[config.mk]
export PLATFORM = sky130hd
export DESIGN_NAME = ushift_reg
export DESIGN_NICKNAME = d
export VERILOG_FILES = /design/src/rtl/ushift_pkg.sv /design/src/rtl/ushift_reg_dff_bit.sv /design/src/rtl/ushift_reg.sv
export SDC_FILE = /design/constraint.sdc
export NUM_CORES = 1
export LEC_CHECK = 0
export ABC_AREA = 1
export CORE_MARGIN = 10
export CORE_UTILIZATION = 50
export CTS_CLUSTER_DIAMETER = 60
export DETAILED_ROUTE_END_ITERATION = 7
export GPL_TIMING_DRIVEN = 1
export PLACE_DENSITY = 0.95
export SLEW_MARGIN = 15
export SYNTH_ARGS = -nofsm -noshare
export SYNTH_HDL_FRONTEND = slang
export SYNTH_SLANG_ARGS = --single-unit
[constraint.sdc]
create_clock -name clk -period 2.6 [get_ports clk]
set_input_delay 0.52 -clock clk [delete_from_list [all_inputs] [get_ports clk]]
set_output_delay 0.52 -clock clk [all_outputs]
set_load 0.01 [all_outputs]
[src/rtl/ushift_pkg.sv]
// ============================================================================
//  Module      : ushift_pkg
//  Description : Shared types and helpers for the ushift_reg universal shift
//                register (operating-mode encoding, counter width function).
//  Revision    : 1.0 - initial release
// ============================================================================
`default_nettype none

package ushift_pkg;

    // Operating mode carried on the 2-bit mode input
    typedef enum logic [1:0] {
        MODE_HOLD = 2'b00,
        MODE_SHR  = 2'b01,
        MODE_SHL  = 2'b10,
        MODE_LOAD = 2'b11
    } mode_t;

    // Bits needed to hold a shift count from 0 up to and including width
    function automatic int cnt_width(input int width);
        return $clog2(width + 1);
    endfunction

endpackage

`default_nettype wire

[src/rtl/ushift_reg_dff_bit.sv]
// ============================================================================
//  Module      : dff_bit
//  Description : Enable-gated D flip-flop cell with separately registered
//                true and complement outputs; synchronous active-low reset.
//  Revision    : 1.0 - initial release
// ============================================================================
`default_nettype none

module dff_bit (
    input  logic clk,
    input  logic rst_n,
    input  logic en,
    input  logic d,
    output logic q,
    output logic qb
);

    // Both polarities are stored so qb is a true register output, not an inverter
    always_ff @(posedge clk) begin
        if (!rst_n) begin
            q  <= 1'b0;
            qb <= 1'b1;
        end else if (en) begin
            q  <= d;
            qb <= ~d;
        end
    end

endmodule

`default_nettype wire

[src/rtl/ushift_reg.sv]
// ============================================================================
//  Module      : ushift_reg
//  Description : Parametrised universal shift register (hold, shift right,
//                shift left, parallel load, optional rotation) with a
//                saturating shift counter and a full-word "done" pulse.
//                Optional feature macro: UREG_PARITY_EN adds a registered
//                even-parity output "par".
//  Revision    : 1.0 - initial release
// ============================================================================
`default_nettype none

module ushift_reg
    import ushift_pkg::*;
#(
    parameter int WIDTH  = 8,
    parameter int ROTATE = 0
) (
    input  logic                               clk,
    input  logic                               rst_n,
    input  logic                               en,
    input  logic [1:0]                         mode,
    input  logic                               sin,
    input  logic [WIDTH-1:0]                   pin,
    output logic [WIDTH-1:0]                   q,
    output logic [WIDTH-1:0]                   qb,
    output logic                               sout_r,
    output logic                               sout_l,
    output logic [cnt_width(WIDTH)-1:0]        cnt,
`ifdef UREG_PARITY_EN
    output logic                               done,
    output logic                               par
`else
    output logic                               done
`endif
);

    localparam int                 CW       = cnt_width(WIDTH);
    localparam logic [CW-1:0]      CNT_FULL = CW'(WIDTH);
    localparam logic [CW-1:0]      CNT_LAST = CW'(WIDTH - 1);

    mode_t            mode_e;
    logic [WIDTH-1:0] next_q;
    logic             fill_r;
    logic             fill_l;

    assign mode_e = mode_t'(mode);

    // Vacated-bit source: serial input, or the bit leaving the other end when rotating
    always_comb begin
        fill_r = sin;
        fill_l = sin;
        if (ROTATE != 0) begin
            fill_r = q[0];
            fill_l = q[WIDTH-1];
        end
    end

    // Next-state multiplexer feeding the flip-flop bank
    always_comb begin
        next_q = q;
        case (mode_e)
            MODE_SHR:  next_q = {fill_r, q[WIDTH-1:1]};
            MODE_SHL:  next_q = {q[WIDTH-2:0], fill_l};
            MODE_LOAD: next_q = pin;
            default:   next_q = q;
        endcase
    end

    generate
        for (genvar i = 0; i < WIDTH; i++) begin : g_bits
            dff_bit u_cell (
                .clk   (clk),
                .rst_n (rst_n),
                .en    (en),
                .d     (next_q[i]),
                .q     (q[i]),
                .qb    (qb[i])
            );
        end
    endgenerate

    assign sout_r = q[0];
    assign sout_l = q[WIDTH-1];

    // Shift counter: cleared by load, saturates at WIDTH, pulses done on arrival
    always_ff @(posedge clk) begin
        if (!rst_n) begin
            cnt  <= '0;
            done <= 1'b0;
        end else if (!en) begin
            done <= 1'b0;
        end else begin
            case (mode_e)
                MODE_SHR, MODE_SHL: begin
                    if (cnt != CNT_FULL) begin
                        cnt  <= cnt + CW'(1);
                        done <= (cnt == CNT_LAST);
                    end else begin
                        done <= 1'b0;
                    end
                end
                MODE_LOAD: begin
                    cnt  <= '0;
                    done <= 1'b0;
                end
                default: begin
                    done <= 1'b0;
                end
            endcase
        end
    end

`ifdef UREG_PARITY_EN
    // Parity tracks the value q is about to take so it lines up with q
    always_ff @(posedge clk) begin
        if (!rst_n) begin
            par <= 1'b0;
        end else if (en) begin
            par <= ^next_q;
        end
    end
`endif

endmodule

`default_nettype wire

==> impl_results.md <==
- Critical path depth: 8
- CP Cell Sequence: clkdlybuf4s50_1, inv_1, ha_1, nor2_1, nor2_1, nand2_1, o21ai_0, nor2_1
- CP Launch Type: input port
- Largest net degree at the start of global routing: 16
- DRT Wirelength: approximately 3.1 mm
- Final HPWL DP: between 2 and 2.5 mm
- R2R cell count: 6
- Initial Util: 0.5399
- Yosys top cell area share: 0.3422
- Syn Std Cell Area: roughly 1200 um2
- Sequential Area: 420.4 um2
- Hold-fix buffers at CTS: 0
- Crit-path slowest cell: clkdlybuf4s50_1
- Vias per inst: roughly 5.3
- Total gr overflow: 0
- Buf+Inv Stages, Crit Path: 2
- PortBufs: 36
- Worst path max stage delay: between 500 and 600 ps
- Placed Instances: 214
- Post-Layout Cell Count: between 200 and 250
- Hold EP: g_bits[2].u_cell.qb
- Core ar.: 2276 um2
- Setup TNS: 0 ps
- DRC Markers: 0
- Clock skew: 6.225 ps
- Relative slew slack: 0.7294
- Post-CTS Setup Inserts: 0
- Cell family contributing the most delay on the critical path: buffers and inverters
- Die W: around 70 um
- Crit path capture type: flop
- Main area contributors after synthesis: dfxtp_1 (34%), nand2_1 (15%), buf_4 (10%), nor2_1 (7.0%), ha_1 (6.1%)
- Pins Over Slew Limit: 0
- Post-synth top area cell: dfxtp_1
- Ys async rst share: 0
- Synth unique cells: 21
- Yosys warnings: 0
- Final setup fails: 0
- Layout cell share with drive strength beyond 1: 0.04737
- Clock slew at reported path FFs: about 120 ps
- Fill count: 203
- Final period utilization: 0.7195
- Num Clock Sinks: 21
- DRT Pass-1 Iters: 4
- Synth-to-layout area growth: 22.10%
- Commonest cells in the netlist: nand2_1 (49), nor2_1 (23), dfxtp_1 (21)
- CP dominant cell by count: nor2_1
- Antenna violations before repair: 0
- Number of buffers created by CTS: 3
- Clock root cell: clkbuf_4
- R2R Setup Slk: roughly 1300 ps
- Cts repair resizes: 0
- H-Tree Depth: 1
- Max-cap check violation count: 0
- GPL Wtd Cong: between 0.9 and 1
- Vias: 1150
- Main synth FF type: dfxtp_1
- Endpoints failing hold: 0
- Crit Path Max Fanout: 5
- Min-delay worst type: flop to flop
- Hold Startpoint: g_bits[2].u_cell.qb
- First-pass GRT wire length: around 5.3 mm
- Vias in the first global route: ~1.2k
- Gr usage total: 0.1264
- RSZ-0062 raised after global routing: no
- Pwr per Cell Area: approximately 470 nW/um2
- FF+latch count, synth: 21
- Hold Path Depth: 2
- I/O pin count: 37
- Fin nets: 211
- Clock tree buffer depth: 2
- Run status: finished clean
- Static leakage: between 0.6 and 0.7 nW
- Final ANT Viol Nets: 0
- Placed cell area: roughly 1500 um2
- Syn_area_per_cell: 7.228 um2
- Register area share after synthesis: 0.3422
- Area of the multi-input gates: 601.8 um2
- CTS tree: built
- Skew-Pair Late Insertion Delay: 300 ps
- Post-route cell area: 1500 um2
- Diodes inserted: 0
- Site row count: 17
- Cells after Synth: 170
- Wirelength per Cell: 14.34 um
- Worst-margin pin slew: just over 400 ps
- Fmax: ~530 MHz
- Min Tclk post-route: roughly 1900 ps
- FF-to-FF Start: cnt[0]
- Mapped Nets: 190
- FF-to-FF End: cnt[2]
- Die height: 69.57 um
- Arrival @ worst endpoint: just over 2000 ps
- Worst VDD drop: ~320 uV
- Crit path kind: input port to flop
- Initial DRC Count: 54
- Most frequent cell after synthesis: nand2_1
- Crit path required time: 2800 ps
- Post-synth EDFFs: 0
- Die area: a little under 5000 um2
layout make-up:
cell class	count	area share
clock buffers	4	0.01751
inverters	13	0.03253
repair buffers	37	0.2452
flip-flops and latches	21	0.2802
well taps	28	0.02335
multi-input cells	115	0.4012
tightest hold or removal path, stage by stage (launching register included):
cell and delay, ps:
dfxtp_1 350, a21oi_1 60, nand2_1 60
worst max path at each step:
| stage | from | end | slack [ps] |
|---|---|---|---|
| floorplan | mode[0] | cnt[0] | 1180 |
| global placement | mode[0] | flop | 510 |
| detailed placement | mode[0] | cnt[2] | 400 |
| CTS | mode[0] | cnt[2] | 730 |
| global route | mode[0] | cnt[2] | 650 |
| finish | mode[0] | cnt[2] | 730 |
kinds of logic after synthesis:
group	synth area share
buffers and inverters	0.1680
adder cells (fa/ha/maj)	0.06110
AND/OR/NAND/NOR	0.2923
flip-flops	0.3422
AO/OA/AOI/OAI	0.1364
layer usage:
metal,global-route usage,vias to the layer above,wire length [um]
met3,0.04708,4,298
met2,0.2087,61,1571
met1,0.1404,516,1219
met5,0,-,0
li1,-,569,-
met4,0.05543,0,36
per-stage QoR:
stage          worst slack, ps  hold slack, ps    util  total power [mW]
2_1_floorplan             1178           439.0       -            0.4943
3_3_place_gp             507.3           448.5  0.6476            0.5555
3_5_place_dp             402.4           468.9  0.6476            0.5635
4_1_cts                  726.9           496.7  0.6592            0.7143
5_1_grt                  648.0           531.6  0.6592            0.7496
6_report                 729.2           486.9  0.6592            0.7120
placed cells by master (no fill, tap or decap):
| cell type | netlist | routed |
|---|---|---|
| a21oi_1 | 7 | 7 |
| buf_4 | 17 | 1 |
| clkbuf_1 | 0 | 1 |
| clkbuf_4 | 0 | 3 |
| clkdlybuf4s50_1 | 0 | 36 |
| dfxtp_1 | 21 | 21 |
| ha_1 | 6 | 6 |
| inv_1 | 11 | 11 |
| inv_2 | 2 | 2 |
| nand2_1 | 49 | 49 |
| nand3_1 | 5 | 5 |
| nand4_1 | 2 | 2 |
| nand4_2 | 2 | 2 |
| nor2_1 | 23 | 23 |
| nor2_8 | 1 | 1 |
| o211a_1 | 2 | 2 |
| o211ai_1 | 6 | 6 |
| o21a_1 | 5 | 5 |
| o21ai_0 | 5 | 5 |
| o21ai_1 | 1 | 1 |
| or2_1 | 1 | 1 |
report_power, final:
group	switching (mW)	leakage (nW)	internal [mW]
clock network	0.0956	0.0150	0.0596
logic	0.0914	0.475	0.0957
registers	0.0243	0.173	0.345
total	0.211	0.664	0.501
(Power assumes the default switching activity.)
